<file path="src/rtl/gcd_scheduler_if.sv">
// Bundle of requester, GCD-core and response signals for gcd_scheduler.
// The master view belongs to the scheduler and the slave view to its environment.
interface gcd_scheduler_if #(
  parameter int N_REQ = 4,
  parameter int WIDTH = 16
);
  localparam int ID_W = $clog2(N_REQ);

  logic [N_REQ-1:0]       req;
  logic [N_REQ*WIDTH-1:0] req_a;
  logic [N_REQ*WIDTH-1:0] req_b;
  logic [N_REQ-1:0]       gnt;
  logic                   gcd_start;
  logic [WIDTH-1:0]       gcd_data_in;
  logic                   gcd_done;
  logic [WIDTH-1:0]       gcd_result;
  logic                   rsp_valid;
  logic                   rsp_ready;
  logic [ID_W-1:0]        rsp_id;
  logic [WIDTH-1:0]       rsp_gcd;
  logic                   rsp_err;
  logic                   busy;

  modport master (
    input  req, req_a, req_b, gcd_done, gcd_result, rsp_ready,
    output gnt, gcd_start, gcd_data_in, rsp_valid, rsp_id, rsp_gcd, rsp_err, busy
  );

  modport slave (
    output req, req_a, req_b, gcd_done, gcd_result, rsp_ready,
    input  gnt, gcd_start, gcd_data_in, rsp_valid, rsp_id, rsp_gcd, rsp_err, busy
  );
endinterface

</file>
<file path="src/rtl/gcd_scheduler.sv">
// Round-robin scheduler sharing one subtractive GCD core among N_REQ requesters,
// with a zero-operand shortcut and a per-job RUN timeout.
module gcd_scheduler #(
  parameter int N_REQ   = 4,
  parameter int WIDTH   = 16,
  parameter int TIMEOUT = 65600
) (
  input  logic            clk,
  input  logic            rst,
  gcd_scheduler_if.master bus
);
  localparam int ID_W  = $clog2(N_REQ);
  localparam int CNT_W = $clog2(TIMEOUT + 1);
  localparam logic [CNT_W-1:0] CNT_LAST = CNT_W'(TIMEOUT - 1);

  typedef enum logic [2:0] {IDLE, LOAD_A, LOAD_B, RUN, RESP} state_t;

  state_t           state, state_nxt;
  logic [ID_W-1:0]  last, winner, scan, win_id;
  logic             found, timed_out;
  logic [WIDTH-1:0] a_arr [N_REQ];
  logic [WIDTH-1:0] b_arr [N_REQ];
  logic [WIDTH-1:0] win_a, win_b, op_a, op_b, rsp_gcd_q;
  logic             rsp_err_q;
  logic [N_REQ-1:0] gnt_q;
  logic [CNT_W-1:0] cnt;

  always_comb begin
    for (int i = 0; i < N_REQ; i++) begin
      a_arr[i] = bus.req_a[i*WIDTH +: WIDTH];
      b_arr[i] = bus.req_b[i*WIDTH +: WIDTH];
    end
  end

  // Scan from last+1 upwards so the most recent winner has lowest priority.
  always_comb begin
    found  = 1'b0;
    winner = last;
    scan   = last;
    for (int k = 1; k <= N_REQ; k++) begin
      scan = ID_W'((int'(last) + k) % N_REQ);
      if (!found && bus.req[scan]) begin
        found  = 1'b1;
        winner = scan;
      end
    end
  end

  assign win_a     = a_arr[winner];
  assign win_b     = b_arr[winner];
  assign timed_out = (cnt == CNT_LAST);

  always_ff @(posedge clk) begin
    // NOTE: sequential state uses non-blocking assignments so every register samples pre-edge values.
    if (rst) state <= IDLE;
    else     state <= state_nxt;
  end

  always_comb begin
    // NOTE: every signal written here gets a default first, so no latch can be inferred.
    state_nxt       = state;
    bus.gcd_start   = 1'b0;
    bus.gcd_data_in = '0;
    bus.rsp_valid   = 1'b0;
    bus.busy        = (state != IDLE);
    case (state)
      IDLE: begin
        // The core never terminates on a zero operand, so answer A|B directly.
        if (found) state_nxt = (win_a == '0 || win_b == '0) ? RESP : LOAD_A;
      end
      LOAD_A: begin
        bus.gcd_start   = 1'b1;
        bus.gcd_data_in = op_a;
        state_nxt       = LOAD_B;
      end
      LOAD_B: begin
        bus.gcd_start   = 1'b1;
        bus.gcd_data_in = op_b;
        state_nxt       = RUN;
      end
      RUN: begin
        bus.gcd_data_in = op_b;
        if (bus.gcd_done || timed_out) state_nxt = RESP;
      end
      RESP: begin
        bus.rsp_valid = 1'b1;
        if (bus.rsp_ready) state_nxt = IDLE;
      end
      default: state_nxt = IDLE;
    endcase
  end

  always_ff @(posedge clk) begin
    if (rst) begin
      last      <= ID_W'(N_REQ - 1);
      win_id    <= '0;
      op_a      <= '0;
      op_b      <= '0;
      rsp_gcd_q <= '0;
      rsp_err_q <= 1'b0;
      gnt_q     <= '0;
      cnt       <= '0;
    end else begin
      gnt_q <= '0;
      case (state)
        IDLE: begin
          if (found) begin
            last      <= winner;
            win_id    <= winner;
            op_a      <= win_a;
            op_b      <= win_b;
            gnt_q     <= N_REQ'(1) << winner;
            rsp_gcd_q <= win_a | win_b;
            rsp_err_q <= 1'b0;
          end
        end
        RUN: begin
          cnt <= cnt + 1'b1;
          if (bus.gcd_done) begin
            rsp_gcd_q <= bus.gcd_result;
            rsp_err_q <= 1'b0;
          end else if (timed_out) begin
            rsp_gcd_q <= '0;
            rsp_err_q <= 1'b1;
          end
        end
        RESP: begin
          if (bus.rsp_ready) cnt <= '0;
        end
        default: ;
      endcase
    end
  end

  assign bus.gnt     = gnt_q;
  assign bus.rsp_id  = win_id;
  assign bus.rsp_gcd = rsp_gcd_q;
  assign bus.rsp_err = rsp_err_q;
endmodule

</file>
<file path="src/flat_wrapper.sv">
// flat-port wrapper written by rule: the top's interface ports become plain ports
module gcd_scheduler_flat 
#(
  parameter int N_REQ   = 4,
  parameter int WIDTH   = 16,
  parameter int TIMEOUT = 65600
)
  (clk, rst, bus_req, bus_req_a, bus_req_b, bus_gcd_done, bus_gcd_result, bus_rsp_ready, bus_gnt, bus_gcd_start, bus_gcd_data_in, bus_rsp_valid, bus_rsp_id, bus_rsp_gcd, bus_rsp_err, bus_busy);
  gcd_scheduler_if #(.N_REQ(N_REQ), .WIDTH(WIDTH)) bus_i ();
  input  logic clk;
  input  logic rst;
  input wire logic [$bits(bus_i.req)-1:0] bus_req;
  input wire logic [$bits(bus_i.req_a)-1:0] bus_req_a;
  input wire logic [$bits(bus_i.req_b)-1:0] bus_req_b;
  input wire logic [$bits(bus_i.gcd_done)-1:0] bus_gcd_done;
  input wire logic [$bits(bus_i.gcd_result)-1:0] bus_gcd_result;
  input wire logic [$bits(bus_i.rsp_ready)-1:0] bus_rsp_ready;
  output wire logic [$bits(bus_i.gnt)-1:0] bus_gnt;
  output wire logic [$bits(bus_i.gcd_start)-1:0] bus_gcd_start;
  output wire logic [$bits(bus_i.gcd_data_in)-1:0] bus_gcd_data_in;
  output wire logic [$bits(bus_i.rsp_valid)-1:0] bus_rsp_valid;
  output wire logic [$bits(bus_i.rsp_id)-1:0] bus_rsp_id;
  output wire logic [$bits(bus_i.rsp_gcd)-1:0] bus_rsp_gcd;
  output wire logic [$bits(bus_i.rsp_err)-1:0] bus_rsp_err;
  output wire logic [$bits(bus_i.busy)-1:0] bus_busy;
  assign bus_i.req = bus_req;
  assign bus_i.req_a = bus_req_a;
  assign bus_i.req_b = bus_req_b;
  assign bus_i.gcd_done = bus_gcd_done;
  assign bus_i.gcd_result = bus_gcd_result;
  assign bus_i.rsp_ready = bus_rsp_ready;
  assign bus_gnt = bus_i.gnt;
  assign bus_gcd_start = bus_i.gcd_start;
  assign bus_gcd_data_in = bus_i.gcd_data_in;
  assign bus_rsp_valid = bus_i.rsp_valid;
  assign bus_rsp_id = bus_i.rsp_id;
  assign bus_rsp_gcd = bus_i.rsp_gcd;
  assign bus_rsp_err = bus_i.rsp_err;
  assign bus_busy = bus_i.busy;
  gcd_scheduler #(.N_REQ(N_REQ), .WIDTH(WIDTH), .TIMEOUT(TIMEOUT)) u_core (.clk(clk), .rst(rst), .bus(bus_i));
endmodule
</file>
<file path="config.mk">
export PLATFORM = sky130hd
export DESIGN_NAME = gcd_scheduler_flat
export DESIGN_NICKNAME = d
export VERILOG_FILES = /design/src/rtl/gcd_scheduler_if.sv /design/src/rtl/gcd_scheduler.sv /design/src/flat_wrapper.sv
export SDC_FILE = /design/constraint.sdc
export NUM_CORES = 1
export LEC_CHECK = 0
export ABC_CLOCK_PERIOD_IN_PS = 2210
export BUFFER_PORTS_ARGS = -buffer_cell sky130_fd_sc_hd__buf_2
export CAP_MARGIN = 15
export CORE_MARGIN = 2
export CORE_UTILIZATION = 44
export DETAILED_ROUTE_END_ITERATION = 7
export GPL_ROUTABILITY_DRIVEN = 0
export PLACE_DENSITY = 0.75
export SYNTH_ARGS = -nofsm -noshare
export SYNTH_HDL_FRONTEND = slang
export SYNTH_SLANG_ARGS = --single-unit
</file>
<file path="constraint.sdc">
create_clock -name clk -period 2.21 [get_ports clk]
set_clock_uncertainty 0.05 [all_clocks]
set_input_delay 0.442 -clock clk [delete_from_list [all_inputs] [get_ports clk]]
set_output_delay 0.442 -clock clk [all_outputs]
set_load 0.02 [all_outputs]
</file>
==> results by group, run 1 <==
Run status
  • Outcome: complete, but fails checks
  • Failing checks: setup timing

Floorplanning
  • Die area: 11,300 um^2
  • Die extent in x: 107 um
  • Die Ht: roughly 110 um
  • Starting Density: 45.0%
  • Row cnt: 37
  • Area of the core: a little over 10,000 um^2
  • Top-Level Pins: 194

Route
  • Vias after detailed routing: 6,577
  • Total wire length: 22,600 um
  • Antenna-violating nets left: 0
  • DR WL/cell: between 20 and 25 um
  • Drt first pass iters: 6
  • DRC Markers: 0
  • Initial DRC Count: 714
  • Avg Vias per Cell: 6.26

Critical path
  • Setup crit start: u_core.last[1]
  • Kind of critical path: flip-flop to flip-flop
  • Startpoint types: flip-flop
  • Data arrival, critical path: 2.88 ns
  • Critical path endpoint category: flip-flop
  • Critical path required time: 2.43 ns
  • FF-to-FF Start: u_core.last[1]
  • Critical Path Fanout Max: 8

Hold path
  • Hold crit path type: input port to flip-flop
  • HP Start: rst

Yosys
  • Main flop type after synthesis: dfxtp_1
  • Yosys top cell area share: between 30% and 40%
  • Post-Syn Nets: 790
  • Area leader, netlist: dfxtp_1
  • Synth top area cells: dfxtp_1 33%, a211oi_1 10%, and3_1 8.9%, a21oi_1 8.0%, nand2_1 7.1%
  • Synth Cell Area: 4620 um^2
  • Synth unique cells: 39
  • Synth Warn #: 0
  • Asr flop ratio synth: 0%
  • Post-synthesis instance total: 637
  • Synthesized area per cell: 7.26 um^2
  • Flops & latches, synth: 77
  • Most frequent cells after synthesis: 88 x nand2_1, 77 x dfxtp_1, 74 x a21oi_1
  • Register area share after synthesis: 33.3%
  • Top-count cell post-synth: nand2_1
  • Post-synth EDFFs: 0

Power
  • Static Leak: 3.57 nW
  • Switching Share: 42.9%
  • Sw power: roughly 3 mW
  • P_int: 3.87 mW
  • Peak supply drop: 480 uV
  • Clock power share: 16.9%
  • Total power per unit cell area: 857 nW/um^2
  • Sequential share of power: 25.4%
  • Final Total Pwr: 6.79 mW
  • Combinational Power Share: 57.6%

Finish
  • Cell Count, Final, Fillers Out: 1,050
  • Diodes inserted: 0
  • Final nets: around 1,100
  • Layout cell share with drive strength beyond 1: 52.2%
  • Fillcell total: 670
  • P&R area growth vs syn: 71.3%

Timing
  • RSZ-0062 raised after global routing: yes
  • Slew margin rel.: 61.8%
  • Peak Freq: 0.376 GHz
  • Final period util: 120%
  • Minimum clock period: 2.66 ns
  • Worst Setup Slack, final: -0.452 ns
  • Fin. max-slew vios: 0
  • Tightest Pin Transition: 0.568 ns
  • Final setup viols: 18
  • Final hold violation count: 0

Global routing
  • Initial antenna violation count: 1
  • Total global routing overflow: 0
  • Vias in the first global route: 5,936
  • Largest net degree at the start of global routing: 66
  • First-pass GRT wire length: 29,300 um
  • GRT Util Overall: 32.7%

Clocking
  • CTS Buf Count: 9
  • Clk Latency, worst-skew pair: between 0.3 and 0.4 ns
  • CTS sink count: 77
  • Root Buffer: clkbuf_8
  • H-tree depth: 3
  • Clk slew on worst S/H paths: roughly 0.090 ns
  • CTS max path bufs: 2
  • CTS tree: yes

Placement
  • Post-DP HPWL: 13,300 um
  • Placed Instances: 1,021
  • PortBufs: 193
  • Dpl ws: -0.535 ns

Job
  • Max-cap violations: 0
==> critical path, cell delays in order, from the launching register on <==
cell	delay, ns
dfxtp_4	0.37
or3b_1	0.44
and3_4	0.28
clkbuf_16	0.21
a211oi_2	0.25
o22ai_1	0.16
nor4_2	0.36
buf_4	0.18
a22oi_2	0.08
o21a_1	0.20
==> registers in the layout, indices dropped and copies added (netlist names) <==
name	cells
u_core.bus.rsp_id	2
u_core.state	3
u_core.bus.rsp_gcd	16
u_core.op_a	16
u_core.cnt	17
u_core.bus.gnt	4
u_core.last	2
u_core.bus.rsp_err	1
u_core.op_b	16
==> what timing repair did <==
item,4_1_cts,5_1_grt
setup buffers,6,1
cloned,2,6
setup endpoints to repair,34,42
endpoints found under the hold margin,0,0
hold buffers,0,0
pin swaps,10,28
resized for setup,93,87
==> cell families after synthesis <==
kind of cell	Yosys count	share of synthesized area, %
AND/OR/NAND/NOR	292	31.1
AO/OA/AOI/OAI	193	27.1
flip-flops	77	33.3
buffers and inverters	62	5.90
XOR/XNOR	12	2.27
adder cells (fa/ha/maj)	1	0.271
==> per-layer routing <==
metal / vias up / wire, um / GRT usage (%)
met1: 2997 / 7630 / 37.6
li1: 2853 / - / -
met4: 0 / 1940 / 15.3
met5: - / 0 / 0
met3: 181 / 2380 / 8.34
met2: 546 / 10600 / 56.8
==> power groups by stage <==
stage	registers (mW)	logic, mW	clock network [mW]
5_1_grt	1.74	4.09	1.20
2_1_floorplan	1.81	1.45	0
4_1_cts	1.71	3.19	1.12
6_report	1.73	3.91	1.15
3_3_place_gp	1.72	2.68	0
3_5_place_dp	1.74	2.74	0
==> cell type report <==
type / count / area [um^2] / share of cell area (%)
flip-flops and latches: 77 / 1550 / 19.6
well taps: 136 / 170 / 2.15
clock buffers: 10 / 138 / 1.74
repair buffers: 318 / 2190 / 27.6
clock inverters: 6 / 68.8 / 0.869
multi-input cells: 498 / 3790 / 47.8
inverters: 5 / 18.8 / 0.237
==> path summary, 6_finish.rpt <==
path / end / slack (ns) / cells past startpoint
worst max-delay path: u_core.state[0] / -0.45 / 9
worst min-delay path: u_core.bus.rsp_gcd[0] / 0.32 / 2
worst max register to register: u_core.state[0] / -0.45 / 9
worst min register to register: u_core.bus.rsp_gcd[4] / 0.40 / 2
==> cells in the final DEF, fill, tap and decap left out, types with 5 or more instances in the layout <==
| master | instances |
|---|---|
| clkbuf_8 | 10 |
| nand4_1 | 6 |
| a21oi_1 | 70 |
| a22o_1 | 16 |
| clkbuf_16 | 5 |
| a211oi_4 | 26 |
| o22ai_1 | 12 |
| nor3_2 | 14 |
| o21ai_0 | 6 |
| buf_4 | 101 |
| xnor2_1 | 6 |
| nand2_1 | 88 |
| and3_1 | 63 |
| buf_6 | 6 |
| or3_1 | 19 |
| a21o_1 | 5 |
| nor2_1 | 27 |
| buf_2 | 193 |
| dfxtp_1 | 73 |
| a211oi_2 | 37 |
| buf_12 | 10 |
| xor2_1 | 6 |
| inv_1 | 5 |
| nor4_1 | 7 |
| nor2_4 | 31 |
| nor3_1 | 6 |
==> per-stage QoR <==
stage	cell area, um^2	hold WS [ns]	TNS [ns]	util [%]
3_5_place_dp	6610	0.393	-6.72	64.3
2_1_floorplan	4780	0.386	-0.0260	-
3_3_place_gp	6610	0.385	-5.62	64.3
5_1_grt	7920	0.345	-4.62	77.1
6_report	7920	0.324	-2.85	77.1
4_1_cts	7340	0.340	-1.16	71.4
No activity file was read; power rests on OpenSTA's default activity.
==> inputs of run 2 (changes only) <==
--- a/config.mk
+++ b/config.mk
@@ -8,6 +8,7 @@
 export ABC_CLOCK_PERIOD_IN_PS = 2210
 export BUFFER_PORTS_ARGS = -buffer_cell sky130_fd_sc_hd__buf_2
 export CAP_MARGIN = 15
+export CORE_ASPECT_RATIO = 0.75
 export CORE_MARGIN = 2
 export CORE_UTILIZATION = 44
 export DETAILED_ROUTE_END_ITERATION = 7
==> results by group, run 2 (same netlist as run 1, synthesis figures left out) <==
Placement
  • PortBufs: a little under 200
  • Post-DP HPWL: 12,800 um
  • Placed Instances: 1,012

Critical path
  • FF-to-FF Start: u_core.last[1]
  • Startpoint types: flip-flop
  • Worst r2r dst: u_core.state[0]
  • Critical path required time: 2.39 ns
  • Critical Path Fanout Max: 13
  • Data arrival, critical path: 2.68 ns
  • Kind of critical path: flip-flop to flip-flop
  • R2R setup slack: -0.29 ns
  • R2R cell count: 10
  • Critical path endpoint category: flip-flop

Floorplanning
  • Top-Level Pins: 194
  • Area of the core: 10,200 um^2
  • Row cnt: 32
  • Starting Density: 45.1%
  • Die Ht: 92.8 um
  • Die area: 11,400 um^2
  • Die extent in x: roughly 120 um

Route
  • Antenna-violating nets left: 0
  • DRC Markers: 0
  • Drt first pass iters: 8
  • DR WL/cell: ~19 um
  • Total wire length: 20,100 um
  • Vias after detailed routing: 6,272
  • Avg Vias per Cell: 6.04
  • Initial DRC Count: 698

Clocking
  • CTS tree: yes
  • H-tree depth: 3
  • CTS Buf Count: 9
  • # hold bufs at CTS: 0
  • CTS max path bufs: 2
  • Root Buffer: clkbuf_16
  • Clk Latency, worst-skew pair: 0.33 ns
  • Clk slew on worst S/H paths: 0.06 ns
  • CTS sink count: 77

Power
  • Total power per unit cell area: a little under 900 nW/um^2
  • Peak supply drop: around 510 uV
  • Static Leak: 3.50 nW
  • Final Total Pwr: between 6 and 7 mW

Hold path
  • HP Start: u_core.bus.rsp_gcd[8]
  • Hold worst-path end: u_core.bus.rsp_gcd[8]
  • Hold Crit Depth: 2
  • Hold crit path type: flip-flop to flip-flop

Timing
  • Final period util: 113%
  • Hold Worst Slack: 0.401 ns
  • RSZ-0062 raised after global routing: yes
  • Final hold violation count: 0
  • Final setup viols: 18
  • Minimum clock period: 2.50 ns
  • Tightest Pin Transition: 0.466 ns
  • Worst Setup Slack, final: -0.288 ns
  • Peak Freq: 0.400 GHz
  • Slew margin rel.: 68.9%
  • Setup TNS: -2.13 ns
  • Fin. max-slew vios: 0

Finish
  • Final nets: 1,051
  • P&R area growth vs syn: 68.7%
  • Cell Count, Final, Fillers Out: 1,039
  • Layout cell share with drive strength beyond 1: between 40% and 50%
  • Top reg by flops: u_core.cnt
  • Max reg flops: 17
  • Diodes inserted: 0
  • Commonest non-fill, non-tap cells in the layout: 193 x buf_2, 92 x buf_4, 87 x nand2_1
  • Most common cell after layout, fill and taps aside: buf_2

Run status
  • Outcome: complete, but fails checks
  • Failing checks: setup timing

Global routing
  • GRT Util Overall: 33.3%
  • Total global routing overflow: 0
  • First-pass GRT wire length: ~30,000 um
  • Vias in the first global route: 6,098
  • Largest net degree at the start of global routing: 66
  • Initial antenna violation count: 0

Job
  • Max-cap violations: 0
-- run 2: cell type report --
| cell class | count | area [um^2] |
|---|---|---|
| repair buffers | 307 | 2100 |
| clock inverters | 5 | 50.0 |
| fillers | 690 | 2450 |
| well taps | 136 | 170 |
| flip-flops and latches | 77 | 1550 |
| inverters | 5 | 18.8 |
| clock buffers | 11 | 243 |
| multi-input cells | 498 | 3670 |
-- run 2: stage by stage --
stage	instance area, um^2	utilization, %	setup WS, ns
floorplan	4780	-	-0.0260
global placement	6540	63.8	-0.572
detailed placement	6540	63.8	-0.668
CTS	7480	73.0	-0.212
global route	7800	76.1	-0.353
finish	7800	76.1	-0.288
-- run 2: what timing repair did --
item,in CTS,in global routing
gates cloned,5,3
endpoints found under the setup margin,29,39
pin swaps,16,16
buffers inserted,3,0
resized for setup,103,45
-- run 2: critical path, cell delays in order (launching register included) --
cell      delay [ns]
dfxtp_4         0.41
nand2_4         0.07
a31oi_4         0.27
nand2_8         0.17
buf_16          0.21
a211oi_2        0.29
o22ai_1         0.16
nor4_2          0.31
buf_4           0.17
a22oi_2         0.07
o21a_1          0.18
-- run 2: report_power, final --
group / internal, mW / leakage (nW) / total, mW / switching (mW)
registers: 1.60 / 0.633 / 1.72 / 0.125
clock network: 0.897 / 0.149 / 1.45 / 0.554
logic: 1.64 / 2.72 / 3.63 / 1.99
-- run 2: how the worst max path moves through the flow --
stage	slack, ns	cells past startpoint	end	startpoint
final	-0.29	10	u_core.state[0]	u_core.last[1]
after floorplan	-0.03	10	u_core.state[0]	bus_req[3]
after global placement	-0.57	11	u_core.state[0]	bus_req[3]
after detailed placement	-0.67	11	u_core.state[0]	bus_req[3]
after global routing	-0.35	9	u_core.state[0]	u_core.last[1]
after CTS	-0.21	9	u_core.state[0]	u_core.last[0]
-- run 2: metal layers --
layer,part of all wire [%],GRT usage [%]
met2,47,55.5
met4,6.1,16.2
met5,0,0
met3,9.1,8.99
met1,37,39.5
